===== src/rtl/pipe_result_collector.sv =====
// rtl/pipe_result_collector.sv - first-word fall-through result FIFO with optional running statistics (PIPE_STATS_EN)
module pipe_result_collector #(
    parameter int N     = 10,
    parameter int DEPTH = 4,
    parameter int ACC_W = N + 8
) (
    input  logic                     clk,
    input  logic                     rst,
    input  logic [N-1:0]             f,
    input  logic                     f_valid,
    output logic [N-1:0]             m_data,
    output logic                     m_valid,
    input  logic                     m_ready,
    output logic [$clog2(DEPTH):0]   level,
    output logic                     full,
`ifdef PIPE_STATS_EN
    output logic [ACC_W-1:0]         sum,
    output logic [N-1:0]             max_f,
    output logic [N-1:0]             min_f,
    output logic [15:0]              n_samp,
`endif
    output logic                     overflow
);

    localparam int PW = $clog2(DEPTH);
    localparam int LW = PW + 1;

    logic [N-1:0]  mem [DEPTH];
    logic [PW-1:0] wptr;
    logic [PW-1:0] rptr;
    logic [LW-1:0] level_q;
    logic          overflow_q;
    logic          rd;
    logic          wr;

    // Outputs decode only registered state; the head is forced to zero when empty
    assign m_valid  = (level_q != '0);
    assign full     = (level_q == LW'(DEPTH));
    assign level    = level_q;
    assign overflow = overflow_q;
    assign m_data   = m_valid ? mem[rptr] : '0;

    // A write is still accepted at full when the head leaves in the same edge
    assign rd = m_valid && m_ready;
    assign wr = f_valid && (!full || rd);

    // Storage array; not reset, the head is masked while empty
    always_ff @(posedge clk) begin
        if (!rst && wr) begin
            mem[wptr] <= f;
        end
    end

    // Pointers, occupancy and the sticky drop flag
    always_ff @(posedge clk) begin
        if (rst) begin
            wptr       <= '0;
            rptr       <= '0;
            level_q    <= '0;
            overflow_q <= 1'b0;
        end else begin
            if (wr) begin
                wptr <= wptr + PW'(1);
            end
            if (rd) begin
                rptr <= rptr + PW'(1);
            end
            case ({wr, rd})
                2'b10:   level_q <= level_q + LW'(1);
                2'b01:   level_q <= level_q - LW'(1);
                default: level_q <= level_q;
            endcase
            if (f_valid && full && !rd) begin
                overflow_q <= 1'b1;
            end
        end
    end

`ifdef PIPE_STATS_EN
    logic [ACC_W:0] sum_ext;
    logic [ACC_W-1:0] sum_q;
    logic [N-1:0]     max_q;
    logic [N-1:0]     min_q;
    logic [15:0]      cnt_q;

    assign sum_ext = {1'b0, sum_q} + {{(ACC_W + 1 - N){1'b0}}, f};
    assign sum     = sum_q;
    assign max_f   = max_q;
    assign min_f   = min_q;
    assign n_samp  = cnt_q;

    // Running statistics over accepted writes only, saturating sum and count
    always_ff @(posedge clk) begin
        if (rst) begin
            sum_q <= '0;
            cnt_q <= '0;
            max_q <= '0;
            min_q <= '1;
        end else if (wr) begin
            sum_q <= sum_ext[ACC_W] ? '1 : sum_ext[ACC_W-1:0];
            if (cnt_q != 16'hFFFF) begin
                cnt_q <= cnt_q + 16'd1;
            end
            if (f > max_q) begin
                max_q <= f;
            end
            if (f < min_q) begin
                min_q <= f;
            end
        end
    end
`endif

endmodule


===== config.mk =====
export PLATFORM = sky130hd
export DESIGN_NAME = pipe_result_collector
export DESIGN_NICKNAME = d
export VERILOG_FILES = /design/src/rtl/pipe_result_collector.sv
export SDC_FILE = /design/constraint.sdc
export NUM_CORES = 1
export LEC_CHECK = 0
export BUFFER_PORTS_ARGS = -buffer_cell sky130_fd_sc_hd__buf_2
export CORE_UTILIZATION = 55
export DETAILED_ROUTE_END_ITERATION = 6
export PLACE_DENSITY = 0.76
export SLEW_MARGIN = 20
export SYNTH_ARGS = -nofsm -noshare
export SYNTH_HDL_FRONTEND = slang
export SYNTH_SLANG_ARGS = --single-unit

===== constraint.sdc =====
create_clock -name clk -period 3.07 [get_ports clk]
set_input_delay 0.307 -clock clk [delete_from_list [all_inputs] [get_ports clk]]
set_output_delay 0.307 -clock clk [all_outputs]
set_load 0.05 [all_outputs]

* Word level (Yosys, flattened, before mapping)
Memories as Yosys holds them, arrays and structs flattened. A register that Yosys moved wholly into a read port is not among the register bits.
Index checks and enable logic that the tools add are counted.
** Storage, ports and cells
- RAM bits :: 40
- Output and inout port bits :: 16
- Memories :: 1
- Word-level logic and storage cells :: 29
- Flip-flop bits (word level) :: 8
- Bits of input ports :: 14
** Cells by class
- Reductions and logical operators :: 11
- Muxes and demuxes :: 6
- Equality and inequality tests :: 3
- Add/subtract/negate cells :: 4
** Memory list
- mem :: depth 4, bits a word 10, rd ports 1, clocked after memory_dff 1, wr ports 1, RTL line 28 : logic [N-1:0] mem [DEPTH];
** Operators by type and width (number)
- $mux W10 :: 1
- $pmux W3 S2 :: 1
- $logic_and A1 B1 Y1 :: 5
- $add A2 B1 Y2 const B :: 2
- $mux W2 :: 2
- $add A3 B1 Y3 const B :: 1
- $eq A3 B3 Y1 const B :: 1
- $logic_not A1 Y1 :: 3
- $reduce_bool A3 Y1 :: 1
- $sub A3 B1 Y3 const B :: 1
- $eq A2 B1 Y1 const B :: 1
- $eq A2 B2 Y1 const B :: 1
- $mux W1 :: 2
- $reduce_bool A2 Y1 :: 1
- $logic_or A1 B1 Y1 :: 1

* Longest topological paths before layout
- Word-level depth :: 7
- Gate-level depth with buffers :: 7
- Depth with buffers taken out :: 6

* Least setup slack after synthesis
OpenSTA, ideal clock, no wires.
- Path type :: register to register
- Start point :: register level_q[0] (netlist: level[0])
- End point :: memory mem[0][0], enable pin
- Clock period less this slack :: 2.341 ns
- Buffers on the path :: 0
- Cell stages (with the launch flop) :: 4
- Data required time :: 2.678 ns
- Library setup time :: 0.392 ns
- Data arrival time :: 1.948 ns
- Slack :: 0.729 ns
- Cell sequence :: dfxtp_1 > or3b_1 > o21ai_0 > nor3b_1
** Between the ends
- Word-level cells in the longest chain between the ends :: 7
- Elaborated cells on any way between the ends :: 9
- Classes of those cells :: 1 x eq/ne; 2 x mux; 6 x reduce/logical
** Ends and longest elaborated chain
- start: declaration :: RTL line 31 : logic [LW-1:0] level_q;
- start signal: assignment :: RTL line 69 : 2'b10: level_q <= level_q + LW'(1);
- start signal: assignment :: RTL line 70 : 2'b01: level_q <= level_q - LW'(1);
- start signal: assignment :: RTL line 71 : default: level_q <= level_q;
- $eq A3 B3 Y1 / $reduce_bool A3 Y1 (equally long branches) :: RTL line 38, 37
- $logic_not A1 Y1 / $logic_and A1 B1 Y1 (equally long branches) :: RTL line 45, 44
- $logic_or A1 B1 Y1 (*) :: RTL line 45 : assign wr = f_valid && (!full || rd);
- $logic_and A1 B1 Y1 (*) :: RTL line 45
- $logic_and A1 B1 Y1 (*) :: RTL line 49 : if (!rst && wr) begin
- $mux W1 (*) :: RTL line 49
- $mux W1 (implied by the code) (*) :: RTL line 50 : mem[wptr] <= f;
- end: declaration :: RTL line 28
Every way passes the cells marked *; elsewhere a longest branch is shown, timed or not.

==> results.md <==
* Result of the run: finished, final reports clean
* Final-layout fill cell count at 280
* Flip-flop and latch area at 1401 um2
* Final count of pins violating max slew at 0
* Part of the Yosys area used for sequential elements at 66.23%
* Crit path time final at 2324 ps
* Final global-route overflow total at 0
* 1st-iter DRT viols at between 40 and 50
* Via count of the first global-routing pass at 1220
* Number of distinct library cells after synthesis at 30
* Main combinational cell family by area after synthesis: multiplexers
* Number of nets with antenna violations after detailed routing at 0
* Netlist area before placement at 2116 um2
* Post-detailed-route wirelength per cell at 16.71 um
* Max-Slew Margin vs Limit at 53.49%
* Peak fanout along the critical path at 10
* Number of vias per cell at around 5.6
* Worst ir drop on vdd at 0.4324 mV
* Share of the synthesized area in the top cell type at between 50 and 60%
* Final weighted congestion of routability-driven global placement at 0.8401
* Synth Area in Adders at 3.312%
* # setup viols final at 0
* Number of sinks on the clock net at 50
* Share of the synthesized netlist area taken by xor and xnor gates at roughly 1.2%
* Count of cells resized by post-cts repair at 0
* Width of the die at 64.03 um
* Clock Root Buffer: sky130_fd_sc_hd__clkbuf_8
* Syn Inst Count at 132
* Area of the placeable core at 3689 um2
* WP data required at 2760 ps
* Mean post-synth cell area at 16.03 um2
* Layout cell share with drive strength beyond 1 at 34.34%
* Top-Level Pins at 30
* Post CTS Setup Buffer Count at 0
* Power density of the placed cells at 853.2 nW/um2
* CP Data Arrival Time at 2020 ps
* Hold bufs inserted after CTS at 0
* First-pass iteration count of the detailed router at 4
* Multi-input combinational cell area at 650.6 um2
* Clock slew at reported path FFs at around 80 ps
* Starting utilization of the core area at 57.36%
* Crit path capture type: output port
* Setup tns final at 0 ps
* Final Hold Violating Endpoints at 0
* First-pass GRT wire length at 5802 um
* Max-cap violation count at 0
* Largest area contributor in the synthesized netlist: sky130_fd_sc_hd__edfxtp_1
* Maximum clock skew at final layout at around 3.8 ps
* Clock latency at the later pin of the worst-skew pair at 300 ps
* Overall Global Routing Usage at between 20% and 30%
* Static leakage at 0.8815 nW
* Drc violations at 0
* Fraction of the cycle the final worst path needs at 75.69%
* Warnings from Yosys at 0
* Overall via count from detail_route at 1196
* Post-synthesis sequential element count at 50
* PnR worst setup slack at 746.4 ps
* Area contributors post-synth: sky130_fd_sc_hd__edfxtp_1, sky130_fd_sc_hd__mux4_2, sky130_fd_sc_hd__dfxtp_1, sky130_fd_sc_hd__nor2b_1, sky130_fd_sc_hd__ha_1
* CTS tree: built
* Worst-case clock buffer depth at 2
* Post-synthesis share of cell area spent on and, or, nand and nor gates at 9.758%
* Standard-cell row count at 22
* Die footprint at around 4000 um2
* Post-DP HPWL at 2335 um
* Total inserted antenna cells at 0
* Total number of nets in the final design at 184
* Worst setup timing slack at the placement stage at 1029 ps
* Number of buffers inserted during clock tree synthesis at 5
* Count of input and output buffers at 29
* Compound-Gate Fraction of Synth Area at 3.075%
* Kind of launch point of the worst setup path: flip-flop
* Height of the chip at ~64 um
* F_max at approximately 430 MHz
* Antenna violations before repair at 0
* H-Tree Depth at 2
* Post-Synthesis Net Count at around 150
* Slew of the pin with the lowest slew margin at 696.7 ps
* Class of the most critical setup path: flip-flop to output port
* Layout Area Growth over Synthesis at 13.60%
* Setup repair after global routing missed its margin: no
* DRT Wirelength at roughly 3600 um
* Proportion of synthesized area in mux cells at 13.36%
* Hold Path Class: input pin to flip-flop
* Largest net degree at the start of global routing at 18
final cells by class:
type / count / area share [%]
Multi-Input combinational cell: 68 / 27.07
Tap cell: 48 / 2.499
Clock inverter: 2 / 0.5726
Inverter: 6 / 0.9370
Clock buffer: 6 / 3.019
Timing Repair Buffer: 34 / 7.600
Sequential cell: 50 / 58.30
registers in the layout (all words and copies together) (netlist names), named ones only:
register	cells
level	3
mem	40
overflow	1
rptr	2
wptr	2
critical path: stages (launching register included):
cell                      delay [ps]
sky130_fd_sc_hd__dfxtp_1         780
sky130_fd_sc_hd__mux4_2          580
sky130_fd_sc_hd__nor2b_1         150
sky130_fd_sc_hd__buf_2           210
placed cells by master (no fill, tap or decap), types with 2 or more instances in the layout:
cell type,n
sky130_fd_sc_hd__buf_4,5
sky130_fd_sc_hd__mux2i_1,2
sky130_fd_sc_hd__nor2b_1,11
sky130_fd_sc_hd__nor2_1,12
sky130_fd_sc_hd__a31oi_1,3
sky130_fd_sc_hd__mux2_2,2
sky130_fd_sc_hd__clkbuf_8,5
sky130_fd_sc_hd__xor2_1,2
sky130_fd_sc_hd__nor3b_1,4
sky130_fd_sc_hd__inv_1,6
sky130_fd_sc_hd__nand2b_1,4
sky130_fd_sc_hd__ha_1,4
sky130_fd_sc_hd__edfxtp_1,40
sky130_fd_sc_hd__mux4_2,10
sky130_fd_sc_hd__buf_2,29
sky130_fd_sc_hd__dfxtp_1,10
through the flow:
| step | util, % | hold WS, ps | instance area [um2] | total power, mW | std cells |
|---|---|---|---|---|---|
| after CTS | 65.16 | 208.3 | 2404 | 2.071 | 214 |
| after global placement | 62.82 | 447.9 | 2317 | 1.686 | 206 |
| after global routing | 65.16 | 201.9 | 2404 | 2.154 | 214 |
| after floorplan | - | 405.9 | 2116 | 1.528 | 132 |
| final | 65.16 | 217.1 | 2404 | 2.051 | 214 |
| after detailed placement | 62.82 | 482.7 | 2317 | 1.705 | 206 |
cells by family (layout without fill, tap and decap cells):
| family | after synthesis | after routing |
|---|---|---|
| buffers and inverters | 14 | 48 |
| xor gates and xnor gates | 3 | 3 |
| and+or+nand+nor | 36 | 36 |
| DFF | 50 | 50 |
| muxes | 15 | 15 |
| AOI/OAI and AO/OA | 9 | 9 |
| adders and majority gates | 5 | 5 |
power breakdown:
part | internal [mW] | switching (mW)
Clock | 0.161 | 0.203
Combinational | 0.272 | 0.534
Sequential | 0.788 | 0.0930
synthesized netlist by cell type:
cell                       instances
sky130_fd_sc_hd__nand2b_1          4
sky130_fd_sc_hd__nor3_1            1
sky130_fd_sc_hd__mux4_2           10
sky130_fd_sc_hd__inv_1             6
sky130_fd_sc_hd__clkbuf_1          4
sky130_fd_sc_hd__o311ai_0          1
sky130_fd_sc_hd__mux2i_1           2
sky130_fd_sc_hd__o21ai_0           1
sky130_fd_sc_hd__nor3b_1           4
sky130_fd_sc_hd__or2_2             1
sky130_fd_sc_hd__mux2_4            1
sky130_fd_sc_hd__xor2_1            2
sky130_fd_sc_hd__nor2b_1          11
sky130_fd_sc_hd__o31ai_1           1
sky130_fd_sc_hd__nor2_1           12
sky130_fd_sc_hd__o21a_1            1
sky130_fd_sc_hd__fa_1              1
sky130_fd_sc_hd__a31oi_1           3
sky130_fd_sc_hd__a221oi_1          1
sky130_fd_sc_hd__xnor2_1           1
sky130_fd_sc_hd__or3b_2            1
sky130_fd_sc_hd__ha_1              4
sky130_fd_sc_hd__buf_2             3
sky130_fd_sc_hd__edfxtp_1         40
sky130_fd_sc_hd__mux2_2            2
sky130_fd_sc_hd__buf_6             1
sky130_fd_sc_hd__or3b_1            1
sky130_fd_sc_hd__dfxtp_1          10
sky130_fd_sc_hd__nor4b_1           1
sky130_fd_sc_hd__o21a_2            1
routing by layer:
layer  GRT usage (%)  wire length (um)  share of wire (%)  up-vias
met4           7.670                50                1.4        0
met3           5.357               142                4.0        5
met1           23.11              1504                 42      599
met2           35.64              1880                 53       35
met5               0                 0                  0        -
li1                -                 -                  -      557
path summary, 6_finish.rpt:
| check | end | depth (start not counted) | from | slack [ps] |
|---|---|---|---|---|
| max reg2reg | level[2] | 6 | level[2] | 1050 |
| max | m_data[6] | 3 | flip-flop | 750 |
| min reg2reg | overflow | 2 | overflow | 490 |
| min | mem[1][7] | 1 | f[7] | 220 |
Note: power is estimated with default switching activity, not from simulation.
